## config.mk

```make
export PLATFORM = sky130hd
export DESIGN_NAME = store_rmw_sequencer
export DESIGN_NICKNAME = d
export VERILOG_FILES = /design/src/rtl/store_rmw_sequencer.sv
export SDC_FILE = /design/constraint.sdc
export NUM_CORES = 1
export LEC_CHECK = 0
export BUFFER_PORTS_ARGS = -buffer_cell sky130_fd_sc_hd__clkbuf_2
export CAP_MARGIN = 30
export CORE_UTILIZATION = 36
export CTS_CLUSTER_DIAMETER = 150
export DETAILED_ROUTE_END_ITERATION = 16
export PLACE_DENSITY_LB_ADDON = 0.2
export RECOVER_POWER = 100
export SLEW_MARGIN = 25
export SYNTH_ARGS = -nofsm -noshare
export SYNTH_HDL_FRONTEND = slang
export SYNTH_SLANG_ARGS = --single-unit
```

## constraint.sdc

```tcl
create_clock -name clk -period 2.3 [get_ports clk]
set_input_delay 0.345 -clock clk [delete_from_list [all_inputs] [get_ports clk]]
set_output_delay 0.345 -clock clk [all_outputs]
set_load 0.05 [all_outputs]
```

## src/rtl/store_rmw_sequencer.sv

```systemverilog
// ---------------------------------------------------------------------------
// store_rmw_sequencer : sequences SB/SH (read-modify-write) and SW stores into
// a single-ported word memory. Optional misaligned-store trap: STORE_MISALIGN_TRAP_EN.
// Revision: 1.0
// ---------------------------------------------------------------------------
`default_nettype none
`timescale 1ns/1ps

module store_rmw_sequencer #(
  parameter int DMEM_ADDR_W = 10
) (
  input  logic                   clk,
  input  logic                   rst,
  input  logic                   req_valid,
  output logic                   req_ready,
  input  logic [31:0]            req_addr,
  input  logic [31:0]            req_data,
  input  logic [2:0]             req_funct3,
  output logic [DMEM_ADDR_W-1:0] mem_addr,
  output logic                   mem_rd_en,
  input  logic [31:0]            mem_rdata,
  output logic                   mem_wr_en,
  output logic [31:0]            mem_wdata,
  output logic                   store_done,
  output logic                   misaligned
);

  typedef enum logic [2:0] {
    S_IDLE  = 3'd0,
    S_READ  = 3'd1,
    S_WAIT  = 3'd2,
`ifdef STORE_MISALIGN_TRAP_EN
    S_FAULT = 3'd4,
`endif
    S_WRITE = 3'd3
  } state_t;

  state_t                 state_q;
  logic [DMEM_ADDR_W-1:0] mem_addr_q;
  logic                   rd_en_q;
  logic                   wr_en_q;
  logic                   done_q;
  logic [31:0]            wdata_q;
  logic [15:0]            data_q;
  logic                   is_half_q;
  logic [1:0]             off_q;
  logic [1:0]             w_off;
  logic [31:0]            merged_d;
  logic                   w_unused_bits;

  assign w_unused_bits = ^{req_funct3[2], req_addr[31:DMEM_ADDR_W+2]};

  // Halfword lane is chosen by addr[1] alone; addr[0] never shifts it.
  assign w_off = (req_funct3[1:0] == 2'b01) ? {req_addr[1], 1'b0} : req_addr[1:0];

`ifdef STORE_MISALIGN_TRAP_EN
  logic mis_q;
  logic w_misaligned;
  assign w_misaligned = ((req_funct3[1:0] == 2'b01) && req_addr[0]) ||
                        (req_funct3[1] && (req_addr[1:0] != 2'b00));
  assign misaligned   = mis_q;
`else
  assign misaligned   = 1'b0;
`endif

  always_comb begin
    merged_d = mem_rdata;
    if (is_half_q) begin
      if (off_q[1]) merged_d[31:16] = data_q;
      else          merged_d[15:0]  = data_q;
    end else begin
      case (off_q)
        2'd0:    merged_d[7:0]   = data_q[7:0];
        2'd1:    merged_d[15:8]  = data_q[7:0];
        2'd2:    merged_d[23:16] = data_q[7:0];
        default: merged_d[31:24] = data_q[7:0];
      endcase
    end
  end

  always_ff @(posedge clk or posedge rst) begin
    if (rst) begin
      state_q    <= S_IDLE;
      mem_addr_q <= '0;
      rd_en_q    <= 1'b0;
      wr_en_q    <= 1'b0;
      done_q     <= 1'b0;
      wdata_q    <= '0;
      data_q     <= '0;
      is_half_q  <= 1'b0;
      off_q      <= '0;
`ifdef STORE_MISALIGN_TRAP_EN
      mis_q      <= 1'b0;
`endif
    end else begin
      rd_en_q <= 1'b0;
      wr_en_q <= 1'b0;
      done_q  <= 1'b0;
`ifdef STORE_MISALIGN_TRAP_EN
      mis_q   <= 1'b0;
`endif
      case (state_q)
        S_IDLE: begin
          if (req_valid) begin
            mem_addr_q <= req_addr[DMEM_ADDR_W+1:2];
            data_q     <= req_data[15:0];
            is_half_q  <= (req_funct3[1:0] == 2'b01);
            off_q      <= w_off;
`ifdef STORE_MISALIGN_TRAP_EN
            if (w_misaligned) begin
              mis_q   <= 1'b1;
              state_q <= S_FAULT;
            end else
`endif
            if (req_funct3[1]) begin
              wdata_q <= req_data;
              wr_en_q <= 1'b1;
              done_q  <= 1'b1;
              state_q <= S_WRITE;
            end else begin
              rd_en_q <= 1'b1;
              state_q <= S_READ;
            end
          end
        end
        S_READ: state_q <= S_WAIT;
        S_WAIT: begin
          wdata_q <= merged_d;
          wr_en_q <= 1'b1;
          done_q  <= 1'b1;
          state_q <= S_WRITE;
        end
        S_WRITE: state_q <= S_IDLE;
`ifdef STORE_MISALIGN_TRAP_EN
        S_FAULT: state_q <= S_IDLE;
`endif
        default: state_q <= S_IDLE;
      endcase
    end
  end

  assign req_ready  = (state_q == S_IDLE) && !rst;
  assign mem_addr   = mem_addr_q;
  assign mem_rd_en  = rd_en_q;
  assign mem_wr_en  = wr_en_q;
  assign mem_wdata  = wdata_q;
  assign store_done = done_q;

endmodule

`default_nettype wire

```

---- Word-level counts from Yosys, hierarchy flattened ----
Index checks and enable logic that the tools add are counted.
word-level totals
  word-level logic and storage cells ...... 43
  input bits .............................. 102
  bits in registers ....................... 66
  output and inout bits ................... 47
operators by class
  muxes and demuxes ....................... 20
  reductions and logical operators ........ 8
  eq/ne operators ......................... 7
operators with widths
  cell                                                 count
  two-way mux 32 bit                                   3
  case mux 32 bit (2 select lines)                     1
  two-way mux 16 bit                                   2
  two-way mux 8 bit                                    4
  case mux 3 bit (3 select lines)                      1
  two-way mux 1 bit                                    6
  equality test 2 x 1 -> 1 bit, second input constant  2
  != test 2 bit, second input constant                 2
  equality test 3 x 1 -> 1 bit, second input constant  1
  equality test 3 x 2 -> 1 bit, second input constant  1
  zero test 3 bit                                      1
  two-way mux 3 bit                                    1
  AND reduction 3 bit                                  1
  OR reduction 3 bit                                   1
  equality test 2 bit, second input constant           1
  zero test 2 bit                                      1
  two-way mux 2 bit                                    1
  case mux 1 bit (2 select lines)                      1
  AND reduction 2 bit                                  1
  nonzero test 2 bit                                   1
  logical AND 1 bit                                    1
  zero test 1 bit                                      1

---- Depth between registers and ports, before layout ----
  word-level depth ........................ 5
  depth in mapped cells ................... 8
  depth with buffers taken out ............ 6

---- Worst setup path after synthesis ----
No wires, ideal clock.
  path kind ............................... register to output
  start point ............................. reg state_q[0]
  end point ............................... out req_ready
  stages on the path, launching flop included .. 4
  path slack .............................. 0.504 ns
  arrival time ............................ 1.451 ns
  cells stage by stage .................... dfrtp_1 inv_1 ha_1 nor2b_1
between the ends
  longest elaborated chain between the ends .. 2
ends and longest elaborated chain
  element                   line  text
  start: declaration        38    state_t state_q;
  start signal: assignment  83    state_q <= S_IDLE;
  start signal: assignment  119   state_q <= S_WRITE;
  start signal: assignment  122   state_q <= S_READ;
  zero test 3 bit           142   assign req_ready = (state_q == S_IDLE) && !rst;
  logical AND 1 bit         142
  end: declaration          15    output logic req_ready,
No other way between the ends.

---- Worst setup path in the final report ----
Ends and elaborated chain as after synthesis.

==> metrics <==
total CTS buffers=9; critical path class=reg -> out; PortBufs=between 100 and 150; Post-synth EDFFs=0; HP Class=in -> reg; placed inst area=4340 um^2; setup TNS=0 ns; antenna viol nets, final=0; Worst-Skew Late Latency=0.35 ns; TritonRoute pass-1 iters=4; Layout area overhead=23.0%; final hold violation count=0; synth warn=0; crit path max-delay cell type=dfrtp_1; post-route cell area=roughly 4500 um^2; Mapped Area=3620 um^2; first-pass GRT wire length=around 15000 um; Synth top area share=between 40 and 50%; CTS tree=done; vias in the first global route=2961; RSZ-0062 raised after global routing=false; Initial Utilization=37.1%; commonest non-fill, non-tap cell in the layout=clkbuf_2; crit-path cells=inv_1, ha_1, nor2b_1, clkbuf_2; H-Tree Depth=3; Mapped Cells=359; Slew @ Worst Pin=0.788 ns; Hold Crit Depth=3; Buf+Inv Stages, Crit Path=2; largest net degree at the start of global routing=33; Setup Skew=around 0.010 ns; critical path fanouts, max=5; leading area contributor after synthesis=dfrtp_1; I/O pin total=149; placed cell count=600; GR Util All Layers=19.1%; PwrDens=1710 nW/um^2; initial antenna violation count=0; Max-slew headroom=47.5%; final cell utilization of the core=45.6%; die width=102 um; Worst Setup Start Kind=register; diode count=0; most frequent cells in the layout=clkbuf_2, dfrtp_1, o21ai_0; Placer Congestion=0.792; reg2reg path depth=7; drc violations=0; # setup viols final=0; vias after detailed routing=around 3000; post-DP HPWL=6730 um; clock slew at reported path FFs=0.07 ns; core area=9770 um^2; Final Cycle Share=between 80% and 90%; LEAKAGE=2.06 nW; Post-synth ARST share=100%; die area=10500 um^2; crit path time final=1.92 ns; cts repair resizes=0; nature of the critical path endpoint=output port; maximum vdd drop=just under 0.9 mV; Vias/cell=4.97; initial DRC count=138; max-cap violations=0; nets@finish=586; Syn Area/Cell=10.1 um^2; fillers=1023; CP peak stage delay=0.38 ns; CTS sink count=65; Critical Path AT=1.58 ns; register bit total from synthesis=65; Top delay family on crit path=buffers and inverters; Core Rows=36; die height=102 um; synth top area cells=dfrtp_1, mux2_2, o21ai_0; Pins Over Slew Limit=0; Routed WL=9490 um; Clock Tree Root=clkbuf_8; CP Depth=4; status=complete, no violations; Netlist cell types=31; Final Non-Filler Cells=~620; Critical Path RT=1.96 ns; main flop type after synthesis=dfrtp_1; fmax=0.520 GHz; drt wl/cell=15.4 um; GRT overflow=0; layout cell share with drive strength beyond 1=31.4%; Syn Nets=466; Longest Clk Path Bufs=2; Seq/Total Area, Yosys=44.9%
==> metal layers <==
layer  global-route usage (%)  routed length [um]  vias to the layer above  share of wire, %
met5                        0                   0                        -                 0
met4                     8.68                 195                        0               2.1
met3                     3.97                 515                       14               5.4
met2                     29.3                4380                       94                46
met1                     25.9                4400                     1448                46
li1                         -                   -                     1512                 -
==> stage by stage <==
step           worst slack, ns  total power, W  hold WS, ns
3_3_place_gp             0.544         0.00663        0.347
4_1_cts                  0.348         0.00791        0.207
6_report                 0.378         0.00763        0.220
3_5_place_dp             0.530         0.00669        0.353
2_1_floorplan            0.329         0.00572        0.481
5_1_grt                  0.107         0.00819        0.216
==> tightest hold or removal path: stages <==
cell      delay (ns)
clkbuf_2        0.08
nand2_1         0.04
o21ai_0         0.06
==> cells by family after synthesis <==
group	after synthesis	share of synthesized area (%)
flip-flops	65	44.9
multiplexers	60	18.1
AND/OR/NAND/NOR	60	8.25
buffers and inverters	42	6.39
adder cells (fa/ha/maj)	5	1.73
AO/OA/AOI/OAI	126	20.6
other	1	0.103
==> final timing paths <==
path                                 end  slack [ns]     startpoint
setup / recovery               req_ready        0.38     state_q[0]
hold / removal                  off_q[0]        0.22    req_addr[0]
setup reg to reg           mem_wdata[13]        0.38     state_q[0]
hold reg to reg            mem_wdata[19]        0.48  mem_wdata[19]
max in group asynchronous      mem_rd_en        0.44            rst
min in group asynchronous      data_q[5]        0.64            rst
==> report_power, final <==
part	internal (W)	switching, W	leakage, nW	total, W
clock network	0.000720	0.000486	0.115	0.00121
registers	0.00173	0.000502	0.769	0.00223
logic	0.00129	0.00291	1.17	0.00419
total	0.00374	0.00389	2.06	0.00763
==> layout make-up <==
cell class                      count  area [um^2]  area share, %
Clock inverter                      7          119           2.67
Clock buffer                        9          124           2.78
Tap cell                          133          166           3.73
Timing Repair Buffer              139          669           15.0
Sequential cell                    65         1630           36.5
Multi-Input combinational cell    252         1710           38.3
Inverter                           12         45.0           1.01
==> repair_timing <==
item                                   CTS  global route
endpoints found under the hold margin   15             0
buffers inserted                         0             0
hold buffers                             1             0
==> registers in the layout, summed over array words and instances, names as in the netlist <==
signal,count
data_q,16
is_half_q,1
mem_addr,10
mem_rd_en,1
mem_wdata,32
off_q,2
state_q,2
store_done,1
==> cells in the mapped netlist, drive strengths merged, types with 2 or more instances <==
library cell and number:
dfrtp 65, o21ai 59, a21oi 49, mux2 43, buf 23, nand2 23, nor2 19, mux2i 17
inv 12, a211oi 8, and3 8, o311a 8, clkbuf 7, ha 5, nor2b 4, nand2b 3
a31oi 2
(Power assumes the default switching activity.)
